==> src/rtl/rl_pkg.sv <==
// Shared types and widths for the RL step controller: FSM state encoding,
// per-intersection state word (4 lanes x 3 bits) and the latched observation pair.
package rl_pkg;

  localparam int unsigned LANE_W = 3;
  localparam int unsigned LANES  = 4;
  localparam int unsigned ST_W   = LANE_W * LANES;
  localparam int unsigned REW_W  = 32;
  localparam int unsigned STEP_W = 16;
  localparam int unsigned SET_W  = 8;
  localparam int unsigned LAT_W  = 3;

  typedef enum logic [2:0] {
    IDLE   = 3'd0,
    ACT    = 3'd1,
    SETTLE = 3'd2,
    SAMPLE = 3'd3,
    EVAL   = 3'd4,
    UPDATE = 3'd5
  } rl_state_e;

  typedef struct packed {
    logic [ST_W-1:0] a;
    logic [ST_W-1:0] b;
  } rl_obs_t;

endpackage

==> src/rtl/sat_acc32.sv <==
// Signed 32-bit accumulator that saturates at 0x7FFFFFFF / 0x80000000.
// Synchronous clear, accumulate on en; clear wins.
module sat_acc32
  import rl_pkg::*;
(
  input  logic                    clk,
  input  logic                    rst,
  input  logic                    clr,
  input  logic                    en,
  input  logic signed [REW_W-1:0] din,
  output logic signed [REW_W-1:0] acc
);

  logic [REW_W:0]       sum_c;
  logic [REW_W-1:0]     sat_c;

  // One guard bit: top two bits differing means the add overflowed.
  assign sum_c = {acc[REW_W-1], acc} + {din[REW_W-1], din};

  always_comb begin
    sat_c = sum_c[REW_W-1:0];
    if (sum_c[REW_W:REW_W-1] == 2'b01) begin
      sat_c = {1'b0, {(REW_W-1){1'b1}}};
    end else if (sum_c[REW_W:REW_W-1] == 2'b10) begin
      sat_c = {1'b1, {(REW_W-1){1'b0}}};
    end
  end

  always_ff @(posedge clk or negedge rst) begin
    if (!rst) begin
      acc <= '0;
    end else if (clr) begin
      acc <= '0;
    end else if (en) begin
      acc <= sat_c;
    end
  end

endmodule

==> src/rtl/rl_step_ctrl.sv <==
// Episode/step sequencer for an RL agent: issue action, settle, sample state,
// run the reward decider, hand the reward to the Q-update. Optional episode reward
// accumulator (ep_reward port) is enabled by defining RL_STEP_REWARD_ACCUM_EN.
module rl_step_ctrl
  import rl_pkg::*;
#(
  parameter int unsigned SETTLE_CYC = 8,
  parameter int unsigned MAX_STEPS  = 100,
  parameter int unsigned RD_LAT     = 1
) (
  input  logic                     clk,
  input  logic                     rst,
  input  logic                     start,
  input  logic                     abort,
  input  logic [ST_W-1:0]          s_a,
  input  logic [ST_W-1:0]          s_b,
  input  logic                     s_valid,
  output logic                     act_valid,
  input  logic                     act_ready,
  output logic                     rd_en,
  output logic [ST_W-1:0]          rd_s_a,
  output logic [ST_W-1:0]          rd_s_b,
  input  logic signed [REW_W-1:0]  rd_r,
  output logic                     upd_valid,
  input  logic                     upd_ready,
  output logic [REW_W-1:0]         upd_reward,
  output logic [STEP_W-1:0]        step_cnt,
  output logic                     busy,
  output logic                     ep_done
`ifdef RL_STEP_REWARD_ACCUM_EN
  ,
  output logic signed [REW_W-1:0]  ep_reward
`endif
);

  rl_state_e          state, state_nxt;
  logic [SET_W-1:0]   settle_cnt, settle_nxt;
  logic [LAT_W-1:0]   lat_cnt, lat_nxt;
  logic [STEP_W-1:0]  step_nxt;
  logic [REW_W-1:0]   rew_nxt;
  rl_obs_t            obs, obs_nxt;
  logic               rd_en_nxt;
  logic               done_nxt;

  assign rd_s_a = obs.a;
  assign rd_s_b = obs.b;

  // Next-state and datapath; abort outranks every handshake.
  always_comb begin
    state_nxt  = state;
    settle_nxt = settle_cnt;
    lat_nxt    = lat_cnt;
    step_nxt   = step_cnt;
    rew_nxt    = upd_reward;
    obs_nxt    = obs;
    rd_en_nxt  = 1'b0;
    done_nxt   = 1'b0;

    if (abort && (state != IDLE)) begin
      state_nxt = IDLE;
      done_nxt  = 1'b1;
    end else begin
      case (state)
        IDLE: begin
          if (start) begin
            state_nxt = ACT;
            step_nxt  = '0;
          end
        end
        ACT: begin
          if (act_ready) begin
            state_nxt  = SETTLE;
            settle_nxt = '0;
          end
        end
        SETTLE: begin
          if (settle_cnt == SET_W'(SETTLE_CYC - 1)) begin
            state_nxt = SAMPLE;
          end else begin
            settle_nxt = settle_cnt + SET_W'(1);
          end
        end
        SAMPLE: begin
          if (s_valid) begin
            obs_nxt.a = s_a;
            obs_nxt.b = s_b;
            rd_en_nxt = 1'b1;
            lat_nxt   = '0;
            state_nxt = EVAL;
          end
        end
        EVAL: begin
          // lat_cnt counts from the rd_en cycle; capture when rd_r is due.
          if (lat_cnt == LAT_W'(RD_LAT)) begin
            rew_nxt   = rd_r;
            state_nxt = UPDATE;
          end else begin
            lat_nxt = lat_cnt + LAT_W'(1);
          end
        end
        UPDATE: begin
          if (upd_ready) begin
            step_nxt = step_cnt + STEP_W'(1);
            if (step_nxt == STEP_W'(MAX_STEPS)) begin
              state_nxt = IDLE;
              done_nxt  = 1'b1;
            end else begin
              state_nxt = ACT;
            end
          end
        end
        default: state_nxt = IDLE;
      endcase
    end
  end

  always_ff @(posedge clk or negedge rst) begin
    if (!rst) begin
      state      <= IDLE;
      settle_cnt <= '0;
      lat_cnt    <= '0;
      step_cnt   <= '0;
      upd_reward <= '0;
      obs        <= '0;
      rd_en      <= 1'b0;
      ep_done    <= 1'b0;
      act_valid  <= 1'b0;
      upd_valid  <= 1'b0;
      busy       <= 1'b0;
    end else begin
      state      <= state_nxt;
      settle_cnt <= settle_nxt;
      lat_cnt    <= lat_nxt;
      step_cnt   <= step_nxt;
      upd_reward <= rew_nxt;
      obs        <= obs_nxt;
      rd_en      <= rd_en_nxt;
      ep_done    <= done_nxt;
      act_valid  <= (state_nxt == ACT);
      upd_valid  <= (state_nxt == UPDATE);
      busy       <= (state_nxt != IDLE);
    end
  end

`ifdef RL_STEP_REWARD_ACCUM_EN
  logic acc_clr_c;
  logic acc_en_c;

  assign acc_clr_c = (state == IDLE) && start;
  assign acc_en_c  = (state == EVAL) && !abort && (lat_cnt == LAT_W'(RD_LAT));

  sat_acc32 u_acc (
    .clk (clk),
    .rst (rst),
    .clr (acc_clr_c),
    .en  (acc_en_c),
    .din (rd_r),
    .acc (ep_reward)
  );
`endif

endmodule

==> config.mk <==
export PLATFORM = sky130hd
export DESIGN_NAME = rl_step_ctrl
export DESIGN_NICKNAME = d
export VERILOG_FILES = /design/src/rtl/rl_pkg.sv /design/src/rtl/sat_acc32.sv /design/src/rtl/rl_step_ctrl.sv
export SDC_FILE = /design/constraint.sdc
export NUM_CORES = 1
export LEC_CHECK = 0
export CORE_AREA = 2 2 105 107
export CTS_CLUSTER_DIAMETER = 60
export DETAILED_ROUTE_END_ITERATION = 8
export DIE_AREA = 0 0 107 109
export PLACE_DENSITY = 0.78
export SLEW_MARGIN = 15
export SYNTH_ARGS = -nofsm -noshare
export SYNTH_HDL_FRONTEND = slang
export SYNTH_SLANG_ARGS = --single-unit
==> constraint.sdc <==
create_clock -name clk -period 2.3 [get_ports clk]
set_input_delay 0.23 -clock clk [delete_from_list [all_inputs] [get_ports clk]]
set_output_delay 0.23 -clock clk [all_outputs]
set_load 0.01 [all_outputs]
==> results.md, run 1 <==
- Worst-path maximum fanout: 20
- Max incr delay on CP: between 0.4 and 0.5 ns
- Delay-heaviest family, CP: compound AO/OA/AOI/OAI gates
- Largest net degree at the start of global routing: 37
- WL final: ~10,000 um
- Simple-gate share of the synthesized area: between 10 and 15%
- Post-synthesis async set-or-reset flop share: 100%
- Number of global-route vias before repair: between 3,000 and 4,000
- Via count: ~3,300
- Vias per cell: ~5.1
- R2R Path Start: settle_cnt[0]
- CTS Buffer Depth: 2
- DRT iter0 DRCs: 128
- Hold Path Class: in -> async
- Area leader, netlist: dfrtp_1
- Synth Area in Compound Gates: ~8.9%
- Routed length per instance: ~16 um
- Clock root cell: clkbuf_8
- Mapped Nets: 415
- Clock Skews: ~0.0086 ns
- CP Cell Sequence: ha_1 -> and3b_1 -> a31o_1 -> o31ai_4 -> nand2b_4 -> buf_12 -> mux2_4
- GP Congestion: between 0.7 and 0.8
- Period utilisation layout: between 90% and 100%
- DRC viols: 0
- Leak: around 2.7 nW
- Num CTS Buffers: 9
- Final Hold Fails: 0
- Yosys warnings: 0
- Top cell type's share of synthesized area: 53.0%
- Clk sink count: slightly above 90
- Status: finished, final reports clean
- Final ANT Viol Nets: 0
- Pwr dens: 984 mW/mm^2
- Predominant post-synthesis flop cell: dfrtp_1
- Yosys cell types: 57
- Number of nets in the layout: between 500 and 600
- GRT overflow: 0
- Die Width: 107 um
- Synth Area in XOR/XNOR: under 10%
- Post-CTS setup buffers: 0
- Setup TNS: 0 ns
- Row count: 38
- Critical Path AT: 2.44 ns
- Clk_lat worst skew: approximately 0.35 ns
- Crit path launch type: flip-flop
- Area grow syn2layout: 43.4%
- Port bufs: between 100 and 150
- Clock slew at reported path FFs: 0.09 ns
- Critical path's slowest cell: dfrtp_1
- Synth Area per Inst: about 12 sq um
- Final Setup Violations: 0
- CP bufs+invs: 1
- Final HPWL DP: between 7000 and 8000 um
- Initial Util: 40.5%
- Area contributors post-synth: dfrtp_1 53%, mux2_4 10%, mux2_2 6.8%, o21ai_0 3.4%, nand2_1 2.0%
- EDFF count, synth: 0
- # diodes: 0
- WHS: about 0.36 ns
- Worst Path Required: approximately 2.5 ns
- RSZ-0062 raised after global routing: no
- Htree depth: 3
- Dpl cells: about 630
- CORE AREA: approximately 0.011 sq mm
- CTS tree: done
- DIE AREA: ~0.012 sq mm
- Mux cell area share after synthesis: 17.8%
- Finished Layout Cells: around 640
- Max IR drop VDD: slightly below 500 uV
- First-pass GRT wire length: around 17,000 um
- Slew margin rel.: 54.5%
- R2R Path End: upd_reward[21]
- Critical Path Stages: 7
- #FFs+latches synth: 91
- Die Span Y: approximately 110 um
- Layout Utilization: between 50% and 60%
- Min Tclk post-route: between 2 and 2.5 ns
- Least-Margin Pin Slew: roughly 0.68 ns
- Reg2Reg Depth: 7
- Max-cap violations: 0
- Max Slew Vio Count: 0
- Ports: 140
- Post-Synth Adder-Cell Area: approximately 1.2%
- Synth Instances: between 300 and 400
- FF-to-FF setup slack: just under 0.1 ns
- DRT Pass-1 Iters: 4
- Global Route Usage Sum: roughly 18%
- Initial antenna violation count: 0
- Fmax: 454 MHz
- Most common cell in the netlist: dfrtp_1
- Layout cells sized above 1: about a fifth
- Mapped cell area: ~0.0043 sq mm
- Seq/Total Area, Yosys: 53.0%
- Largest family of logic cells by synthesized area: multiplexers
- Critical Path Sink Type: flip-flop
- Kind of critical path: reg -> reg
- Post-synth top cells: 91 x dfrtp_1, 30 x mux2_4, 29 x o21ai_0, 26 x mux2_2
cell families after synthesis:
group | Yosys count
compound gates | 59
xor+xnor | 7
flops | 91
buf+inv | 19
mux | 58
fa+ha+maj | 4
simple gates | 110
report_power, final:
part	internal (mW)	total [mW]	switching [mW]
Sequential	2.10	2.42	0.317
Clock	0.654	1.25	0.591
Combinational	1.51	2.40	0.886
Total	4.27	6.06	1.79
worst max-delay path by stage:
stage	startpoint	to	slack, ns
global placement	act_ready	upd_reward[27]	0.11
detailed placement	act_ready	upd_reward[22]	0.04
global route	state[1]	step_cnt[5]	0.005
floorplan	settle_cnt[0]	upd_reward[0]	0.16
finish	settle_cnt[0]	upd_reward[21]	0.1
CTS	settle_cnt[0]	upd_reward[16]	0.05
area by class of cell:
class / instances / area [sq um]
clock buffers: 10 / 138
well taps: 140 / 175
flip-flops and latches: 91 / 2280
inverters: 3 / 11.3
repair buffers: 156 / 1570
multi-input cells: 238 / 1900
clock inverters: 6 / 95.1
fillers: 879 / 4440
flip-flops by register name, indices dropped and copies added, names as in the netlist:
name and count:
act_valid 1, busy 1, ep_done 1, lat_cnt 3
rd_en 1, rd_s_a 12, rd_s_b 12, settle_cnt 8
state 3, step_cnt 16, upd_reward 32, upd_valid 1
per-stage QoR:
stage                     area, sq um  setup WS (ns)  total power [mW]
after floorplan                  4300          0.164              3.55
after global placement           5910          0.109              4.76
after detailed placement         5910         0.0444              4.85
after CTS                        6150         0.0457              6.12
after global routing             6160        0.00478              6.41
final                            6160         0.0965              6.06
layout by cell type (no fill, tap or decap), types with 3 or more instances in the layout:
cell type        netlist  routed
mux2_4                30      30
nand4_1                3       3
clkbuf_8               2      10
nor3_1                 6       6
nand2b_1               7       6
o41ai_1                3       3
xnor2_1                4       4
mux2_2                26      26
dfrtp_1               91      90
a31oi_1                5       5
inv_1                  3       3
nand2_1               23      23
ha_1                   4       4
buf_4                  1      13
clkdlybuf4s50_1        0     138
xor2_1                 3       3
and2_1                 7       7
buf_12                 0       4
nand3_1               12      12
o31ai_1                8       8
and3_1                 5       5
o21ai_0               29      29
nor2_1                23      22
nor4_1                 5       5
per-layer routing:
metal	wire, um	GRT usage [%]	vias up
met5	0	0	-
met4	108	4.73	0
met3	547	4.36	11
met2	5140	31.3	119
met1	4480	22.8	1631
li1	-	-	1553
what timing repair did:
| action | CTS | global route |
|---|---|---|
| hold endpoints to repair | 30 | 0 |
| endpoints found under the setup margin | 0 | 27 |
| hold buffers | 1 | 0 |
| resized for setup | 0 | 3 |
Power figures use the tool's default switching activity.
==> run 2: changes to the inputs <==
--- a/config.mk
+++ b/config.mk
@@ -5,11 +5,11 @@
 export SDC_FILE = /design/constraint.sdc
 export NUM_CORES = 1
 export LEC_CHECK = 0
-export CORE_AREA = 2 2 105 107
+export CORE_AREA = 2 2 100 102
 export CTS_CLUSTER_DIAMETER = 60
 export DETAILED_ROUTE_END_ITERATION = 8
-export DIE_AREA = 0 0 107 109
-export PLACE_DENSITY = 0.78
+export DIE_AREA = 0 0 102 104
+export PLACE_DENSITY = 0.82
 export SLEW_MARGIN = 15
 export SYNTH_ARGS = -nofsm -noshare
 export SYNTH_HDL_FRONTEND = slang
==> constraint.sdc (replaced) <==
create_clock -name clk -period 2.05 [get_ports clk]
set_input_delay 0.205 -clock clk [delete_from_list [all_inputs] [get_ports clk]]
set_output_delay 0.205 -clock clk [all_outputs]
set_load 0.01 [all_outputs]
==> run 2 against run 1 <==
  * The run now ends with negative setup slack left
  * Maximum frequency increased by 4.3%
  * Cell area rose by 5.5%
  * Clock skew down 0.00055 ns
  * Critical path depth is 1 higher
  * Register-to-register slack lost 0.16 ns
  * Sequential share of layout area shrank 1.8 points
  * Largest cell class unchanged
  * Critical path type unchanged
  * Die area fell by 9.0%
  * Clock power barely moved
  * First-iteration DRC count shrank 16%
  * Combinational power grew 23%
==> results.md, run 2 (synthesis gave the netlist of run 1 again) <==
- Status: complete, but fails checks (was finished, final reports clean)
- Failing checks: negative setup slack
- Power Total: 6.92 mW (was 6.06 mW)
- Num CTS Buffers: 9 (unchanged)
- Crit path launch type: flip-flop (unchanged)
- Global Route Usage Sum: 20.0% (was 18.1%)
- Initial antenna violation count: 0 (unchanged)
- Final HPWL DP: 7430 um (was 7640 um)
- Vias per cell: 5.23 (was 5.15)
- Clock Skews: 0.00802 ns (was 0.00857 ns)
- Area grow syn2layout: 51.3% (was 43.4%)
- Final Hold Fails: 0 (unchanged)
- Largest net degree at the start of global routing: 53 (was 37)
- WL final: 10,800 um (was 10,300 um)
- Number of global-route vias before repair: 3,527 (was 3,402)
- Pwr dens: 1060 mW/mm^2 (was 984 mW/mm^2)
- FF-to-FF setup slack: -0.06 ns (was 0.1 ns)
- Leak: 2.93 nW (was 2.74 nW)
- Layout fillers: 729 (was 879)
- Kind of critical path: reg -> reg (unchanged)
- Min Tclk post-route: 2.11 ns (was 2.20 ns)
- GP Congestion: 0.852 (was 0.793)
- CTS tree: done (unchanged)
- Htree depth: 3 (unchanged)
- Commonest non-fill, non-tap cell in the layout: clkdlybuf4s50_1 (unchanged)
- DRT iter0 DRCs: 108 (was 128)
- Clk_lat worst skew: 0.34 ns (was 0.35 ns)
- DP Worst Slack: -0.190 ns (was 0.0444 ns)
- DRT Pass-1 Iters: 5 (was 4)
- DIE AREA: 0.0106 sq mm (was 0.0117 sq mm)
- Routed length per instance: 16.2 um (was 16.0 um)
- RSZ-0062 raised after global routing: yes (was no)
- Clk sink count: 91 (unchanged)
- Die Span Y: 104 um (was 109 um)
- Ports: 140 (unchanged)
- Period utilisation layout: 103% (was 95.8%)
- Max IR drop VDD: 527 uV (was 487 uV)
- Clock root cell: clkbuf_8 (unchanged)
- Final Setup Violations: 17 (was 0)
- CTS Buffer Depth: 2 (unchanged)
- Critical Path Sink Type: flip-flop (unchanged)
- Top reg by flops: upd_reward (unchanged)
- Number of nets in the layout: 595 (was 566)
- Critical Path AT: 2.34 ns (was 2.44 ns)
- Final worst slack: -0.0622 ns (was 0.0965 ns)
- Dpl cells: 640 (was 627)
- CORE AREA: 0.00955 sq mm (was 0.0106 sq mm)
- Finished Layout Cells: 664 (was 644)
- Clock slew at reported path FFs: 0.08 ns (was 0.09 ns)
- Layout cells sized above 1: 28.4% (was 21.2%)
- Port bufs: 139 (unchanged)
- Via count: 3,474 (was 3,314)
- Max Slew Vio Count: 0 (unchanged)
- Slew margin rel.: 55.7% (was 54.5%)
- First-pass GRT wire length: 17,000 um (was 16,700 um)
- GRT overflow: 0 (unchanged)
- Final ANT Viol Nets: 0 (unchanged)
- Least-Margin Pin Slew: 0.664 ns (was 0.681 ns)
- Largest register FFs: 32 (unchanged)
- Top flop regs: upd_reward (32), step_cnt (16) (unchanged)
- Worst-path maximum fanout: 4 (was 20)
- # diodes: 0 (unchanged)
- Row count: 36 (was 38)
- Reg2Reg Depth: 8 (was 7)
- Fmax: 473 MHz (was 454 MHz)
- DRC viols: 0 (unchanged)
- Initial Util: 45.0% (was 40.5%)
- Die Width: 102 um (was 107 um)
- WHS: 0.422 ns (was 0.359 ns)
- Most frequent cells in the layout: 138 x clkdlybuf4s50_1, 86 x dfrtp_1, 37 x buf_4, 31 x mux2_4, 28 x o21ai_0 (was 138 x clkdlybuf4s50_1, 90 x dfrtp_1, 30 x mux2_4, 29 x o21ai_0, 26 x mux2_2)
- Worst Path Required: 2.28 ns (was 2.54 ns)
- Hold Path Class: in -> async (unchanged)
- Max-cap violations: 0 (unchanged)
[run 2: cell types whose count changed in the layout (fill, tap and decap cells not counted), moves of 3 or more]
cell and delta:
nor4_1 -4, nor4_2 +3, dfrtp_1 -4, dfrtp_2 +4, buf_6 +3, buf_4 +24
[run 2: area by class of cell]
| cell class | instances | area, sq um | area share [%] |
|---|---|---|---|
| Sequential cell | 91 | 2280 | 35.1 |
| Multi-Input combinational cell | 238 | 2010 | 30.9 |
| Timing Repair Buffer | 185 | 1830 | 28.1 |
| Tap cell | 133 | 166 | 2.56 |
| Clock buffer | 9 | 124 | 1.91 |
| Clock inverter | 5 | 80.1 | 1.23 |
| Inverter | 3 | 11.3 | 0.173 |
[run 2: metrics by stage]
stage | cell area, sq um | utilization, % | setup TNS, ns
final | 6500 | 68.1 | -0.898
after global routing | 6500 | 68.1 | -2.51
after CTS | 6350 | 66.5 | -0.775
after detailed placement | 6030 | 63.2 | -5.35
after global placement | 6030 | 63.2 | -0.436
after floorplan | 4310 | - | 0
[run 2: repair_timing]
action,in CTS,in global routing
gates cloned,2,0
resized for setup,8,27
setup endpoints to repair,31,44
hold buffers,1,0
setup buffers,5,5
pin swaps,0,2
hold endpoints to repair,50,0
[run 2: critical path, stage by stage, from the launching register on]
cell and delay [ns]:
dfrtp_1 0.40, ha_2 0.18, and3b_2 0.22, a31o_1 0.22
o31ai_4 0.21, nand2b_4 0.21, buf_6 0.14, buf_4 0.11
mux2_2 0.31
[run 2: routing by layer]
layer	vias up	track usage, %	wire length, um
met4	0	5.81	214
met3	20	3.56	536
li1	1610	-	-
met2	136	35.9	5600
met1	1708	24.2	4420
met5	-	0	0
[run 2: final timing paths]
check                         startpoint             end
setup / recovery           settle_cnt[1]  upd_reward[14]
hold / removal                       rst       rd_s_b[9]
setup reg to reg           settle_cnt[1]  upd_reward[14]
hold reg to reg                rd_s_b[4]       rd_s_b[4]
max in group asynchronous            rst        state[1]
min in group clk                  s_a[9]       rd_s_a[9]
[run 2: where the power goes]
group / internal (mW) / switching, mW / total, mW / leakage (nW)
combinational: 1.87 / 1.07 / 2.94 / 1.64
clock: 0.671 / 0.600 / 1.27 / 0.0972
sequential: 2.36 / 0.347 / 2.71 / 1.19
==> run 3: changes to the inputs <==
--- a/config.mk
+++ b/config.mk
@@ -5,10 +5,13 @@
 export SDC_FILE = /design/constraint.sdc
 export NUM_CORES = 1
 export LEC_CHECK = 0
-export CORE_AREA = 2 2 100 102
+export ABC_AREA = 1
+export CELL_PAD_IN_SITES_DETAIL_PLACEMENT = 1
+export CELL_PAD_IN_SITES_GLOBAL_PLACEMENT = 2
+export CORE_AREA = 2 2 128 130
 export CTS_CLUSTER_DIAMETER = 60
 export DETAILED_ROUTE_END_ITERATION = 8
-export DIE_AREA = 0 0 102 104
+export DIE_AREA = 0 0 130 132
 export PLACE_DENSITY = 0.82
 export SLEW_MARGIN = 15
 export SYNTH_ARGS = -nofsm -noshare
==> run 3 against run 2 <==
  * The run now ends clean
  * Combinational power down 34%
  * Cell count up 23%
  * Largest power group is now sequential cells
  * Core utilization down 28 points
  * Clock power up 41%
  * Clock-buffer cell count unchanged
==> results.md, run 3 <==
- Status: finished, final reports clean (was complete, but fails checks)
- WL final: 12,400 um (was 10,800 um)
- Hold Path Class: in -> async (unchanged)
- Most common cell in the netlist: nand2_1 (was dfrtp_1)
- Initial Util: 26.6% (was 45.0%)
- Post-synth top cells: 131 x nand2_1, 91 x dfrtp_1, 40 x inv_1, 30 x mux2_1, 29 x nand3_1 (was 91 x dfrtp_1, 30 x mux2_4, 29 x o21ai_0, 26 x mux2_2)
- Reg2Reg Depth: 14 (was 8)
- First-pass GRT wire length: 20,000 um (was 17,000 um)
- DRT iter0 DRCs: 103 (was 108)
- Yosys cell types: 32 (was 57)
- Post-synthesis async set-or-reset flop share: 100% (unchanged)
- Crit path from: step_cnt[0] (was settle_cnt[1])
- Mapped Nets: 510 (was 415)
- Max IR drop VDD: 435 uV (was 527 uV)
- Port bufs: 139 (unchanged)
- Largest register FFs: 32 (unchanged)
- R2R Path Start: step_cnt[0] (was settle_cnt[1])
- Final Setup Violations: 0 (was 17)
- Mux cell area share after synthesis: 8.86% (was 17.8%)
- Clk sink count: 91 (unchanged)
- WHS: 0.381 ns (was 0.422 ns)
- Number of global-route vias before repair: 3,936 (was 3,527)
- Global Route Usage Sum: 14.8% (was 20.0%)
- Routed length per instance: 15.2 um (was 16.2 um)
- Final HPWL DP: 9240 um (was 7430 um)
- Die Span Y: 132 um (was 104 um)
- Worst-path maximum fanout: 8 (was 4)
- Layout Utilization: 40.2% (was 68.1%)
- Htree depth: 3 (unchanged)
- Ports: 140 (unchanged)
- Critical Path AT: 2.11 ns (was 2.34 ns)
- DP Worst Slack: 0.0620 ns (was -0.190 ns)
- Leak: 2.90 nW (was 2.93 nW)
- Vias per cell: 4.46 (was 5.23)
- CTS Buffer Depth: 2 (unchanged)
- Worst Path Required: 2.28 ns (about the same)
- Finished Layout Cells: 820 (was 664)
- GP Congestion: 0.803 (was 0.852)
- Predominant post-synthesis flop cell: dfrtp_1 (unchanged)
- Synth Area in XOR/XNOR: 0.629% (was 1.43%)
- # diodes: 0 (unchanged)
- Initial antenna violation count: 0 (unchanged)
- CTS tree: done (unchanged)
- Area contributors post-synth: dfrtp_1 54%, nand2_1 12%, mux2_1 8.1%, inv_1 3.6%, nand3_1 3.5% (was dfrtp_1 53%, mux2_4 10%, mux2_2 6.8%, o21ai_0 3.4%, nand2_1 2.0%)
- Clock root cell: clkbuf_16 (was clkbuf_8)
- Top cell type's share of synthesized area: 54.5% (was 53.0%)
- Area leader, netlist: dfrtp_1 (unchanged)
- Crit path launch type: flip-flop (unchanged)
- Max Slew Vio Count: 0 (unchanged)
- Yosys warnings: 0 (unchanged)
- GRT overflow: 0 (unchanged)
- Synth Area in Compound Gates: 5.03% (was 8.88%)
- RSZ-0062 raised after global routing: yes (unchanged)
- Post-Synth Adder-Cell Area: 1.20% (was 1.16%)
- Layout cells sized above 1: 11.6% (was 28.4%)
- Row count: 46 (was 36)
- Seq/Total Area, Yosys: 54.5% (was 53.0%)
- DRC viols: 0 (unchanged)
- Most frequent cells in the layout: 138 x clkdlybuf4s50_1, 130 x nand2_1, 89 x dfrtp_1, 40 x inv_1, 30 x mux2_1 (was 138 x clkdlybuf4s50_1, 86 x dfrtp_1, 37 x buf_4, 31 x mux2_4, 28 x o21ai_0)
- Critical Path Sink Type: flip-flop (unchanged)
- Least-Margin Pin Slew: 0.562 ns (was 0.664 ns)
- Via count: 3,657 (was 3,474)
- Top flop regs: upd_reward (32), step_cnt (16) (unchanged)
- Clock Skews: 0.00783 ns (was 0.00802 ns)
- #FFs+latches synth: 91 (unchanged)
- Final Hold Fails: 0 (unchanged)
- EDFF count, synth: 0 (unchanged)
- Synth Area per Inst: 9.43 sq um (was 12.4 sq um)
- Largest family of logic cells by synthesized area: simple AND/OR/NAND/NOR gates (was multiplexers)
- Synth Instances: 443 (was 348)
- CORE AREA: 0.0157 sq mm (was 0.00955 sq mm)
- Final ANT Viol Nets: 0 (unchanged)
- Kind of critical path: reg -> reg (unchanged)
- Period utilisation layout: 91.7% (was 103%)
- DIE AREA: 0.0172 sq mm (was 0.0106 sq mm)
- Clk_lat worst skew: 0.35 ns (was 0.34 ns)
- Max-cap violations: 0 (unchanged)
- Min Tclk post-route: 1.88 ns (was 2.11 ns)
- Largest net degree at the start of global routing: 40 (was 53)
- Fmax: 532 MHz (was 473 MHz)
- Number of nets in the layout: 666 (was 595)
- Num CTS Buffers: 9 (unchanged)
- Top reg by flops: upd_reward (unchanged)
- Die Width: 130 um (was 102 um)
- Area grow syn2layout: 51.0% (was 51.3%)
- Final worst slack: 0.169 ns (was -0.0622 ns)
- DRT Pass-1 Iters: 4 (was 5)
- Slew margin rel.: 62.5% (was 55.7%)
- Commonest non-fill, non-tap cell in the layout: clkdlybuf4s50_1 (unchanged)
- Simple-gate share of the synthesized area: 24.3% (was 14.5%)
- Pwr dens: 963 mW/mm^2 (was 1060 mW/mm^2)
- Mapped cell area: 0.00418 sq mm (was 0.00430 sq mm)
- Clock slew at reported path FFs: 0.07 ns (was 0.08 ns)
- Dpl cells: 799 (was 640)
[run 3: cell type report]
class	instances	area [sq um]
Timing Repair Buffer	155	1540
Sequential cell	91	2280
Tap cell	216	270
Clock inverter	7	90.1
Clock buffer	9	225
Inverter	47	179
Multi-Input combinational cell	295	1730
Fill cell	1796	9400
[run 3: repair_timing]
action	CTS	global route
hold buffers	1	0
endpoints found under the hold margin	37	0
setup buffers	0	4
gates resized for setup	0	17
setup endpoints to repair	0	7
[run 3: layer usage]
| metal | share of wire [%] | up-vias | GRT usage [%] |
|---|---|---|---|
| li1 | - | 1760 | - |
| met1 | 45 | 1782 | 19.3 |
| met2 | 47 | 99 | 23.4 |
| met3 | 6.1 | 16 | 3.90 |
| met4 | 1.9 | 0 | 6.09 |
| met5 | 0 | - | 0 |
[run 3: critical path, stage by stage (launching register included)]
cell and delay [ns]:
dfrtp_2 0.43, ha_4 0.18, nand3_4 0.08, nor2_4 0.21, nand2_1 0.08, nand2_1 0.07
nand2_1 0.07, nor2_1 0.11, nand2_1 0.07, nor2_1 0.10, nand2_1 0.08, nand2_1 0.08
nand2_2 0.07, nand2_2 0.08, nand3_1 0.06
[run 3: metrics by stage]
step	setup TNS (ns)	power, mW	instance area (sq um)
CTS	0	6.19	6220
global route	-0.0275	6.49	6310
detailed placement	0	4.34	5890
floorplan	0	3.27	4180
global placement	0	4.26	5890
finish	0	6.08	6310
[run 3: logic make-up (layout without fill, tap and decap cells)]
kind of cell    after synthesis  after routing
simple gates                218            218
mux                          33             33
xor+xnor                      3              3
buf+inv                      57            218
flops                        91             91
compound gates               37             37
fa+ha+maj                     4              4
[run 3: final timing paths]
path | to | slack (ns)
max in group asynchronous | step_cnt[0] | 0.90
worst min register to register | rd_s_b[2] | 0.48
worst max register to register | busy | 0.17
worst max-delay path | busy | 0.17
worst min-delay path | upd_reward[2] | 0.38
min in group clk | rd_s_a[1] | 0.39
[run 3: where the power goes]
group / leakage, nW / internal [mW] / switching [mW] / total, mW
combinational: 1.51 / 0.921 / 1.01 / 1.93
sequential: 1.23 / 2.15 / 0.213 / 2.36
clock: 0.156 / 0.983 / 0.810 / 1.79
total: 2.90 / 4.05 / 2.03 / 6.08
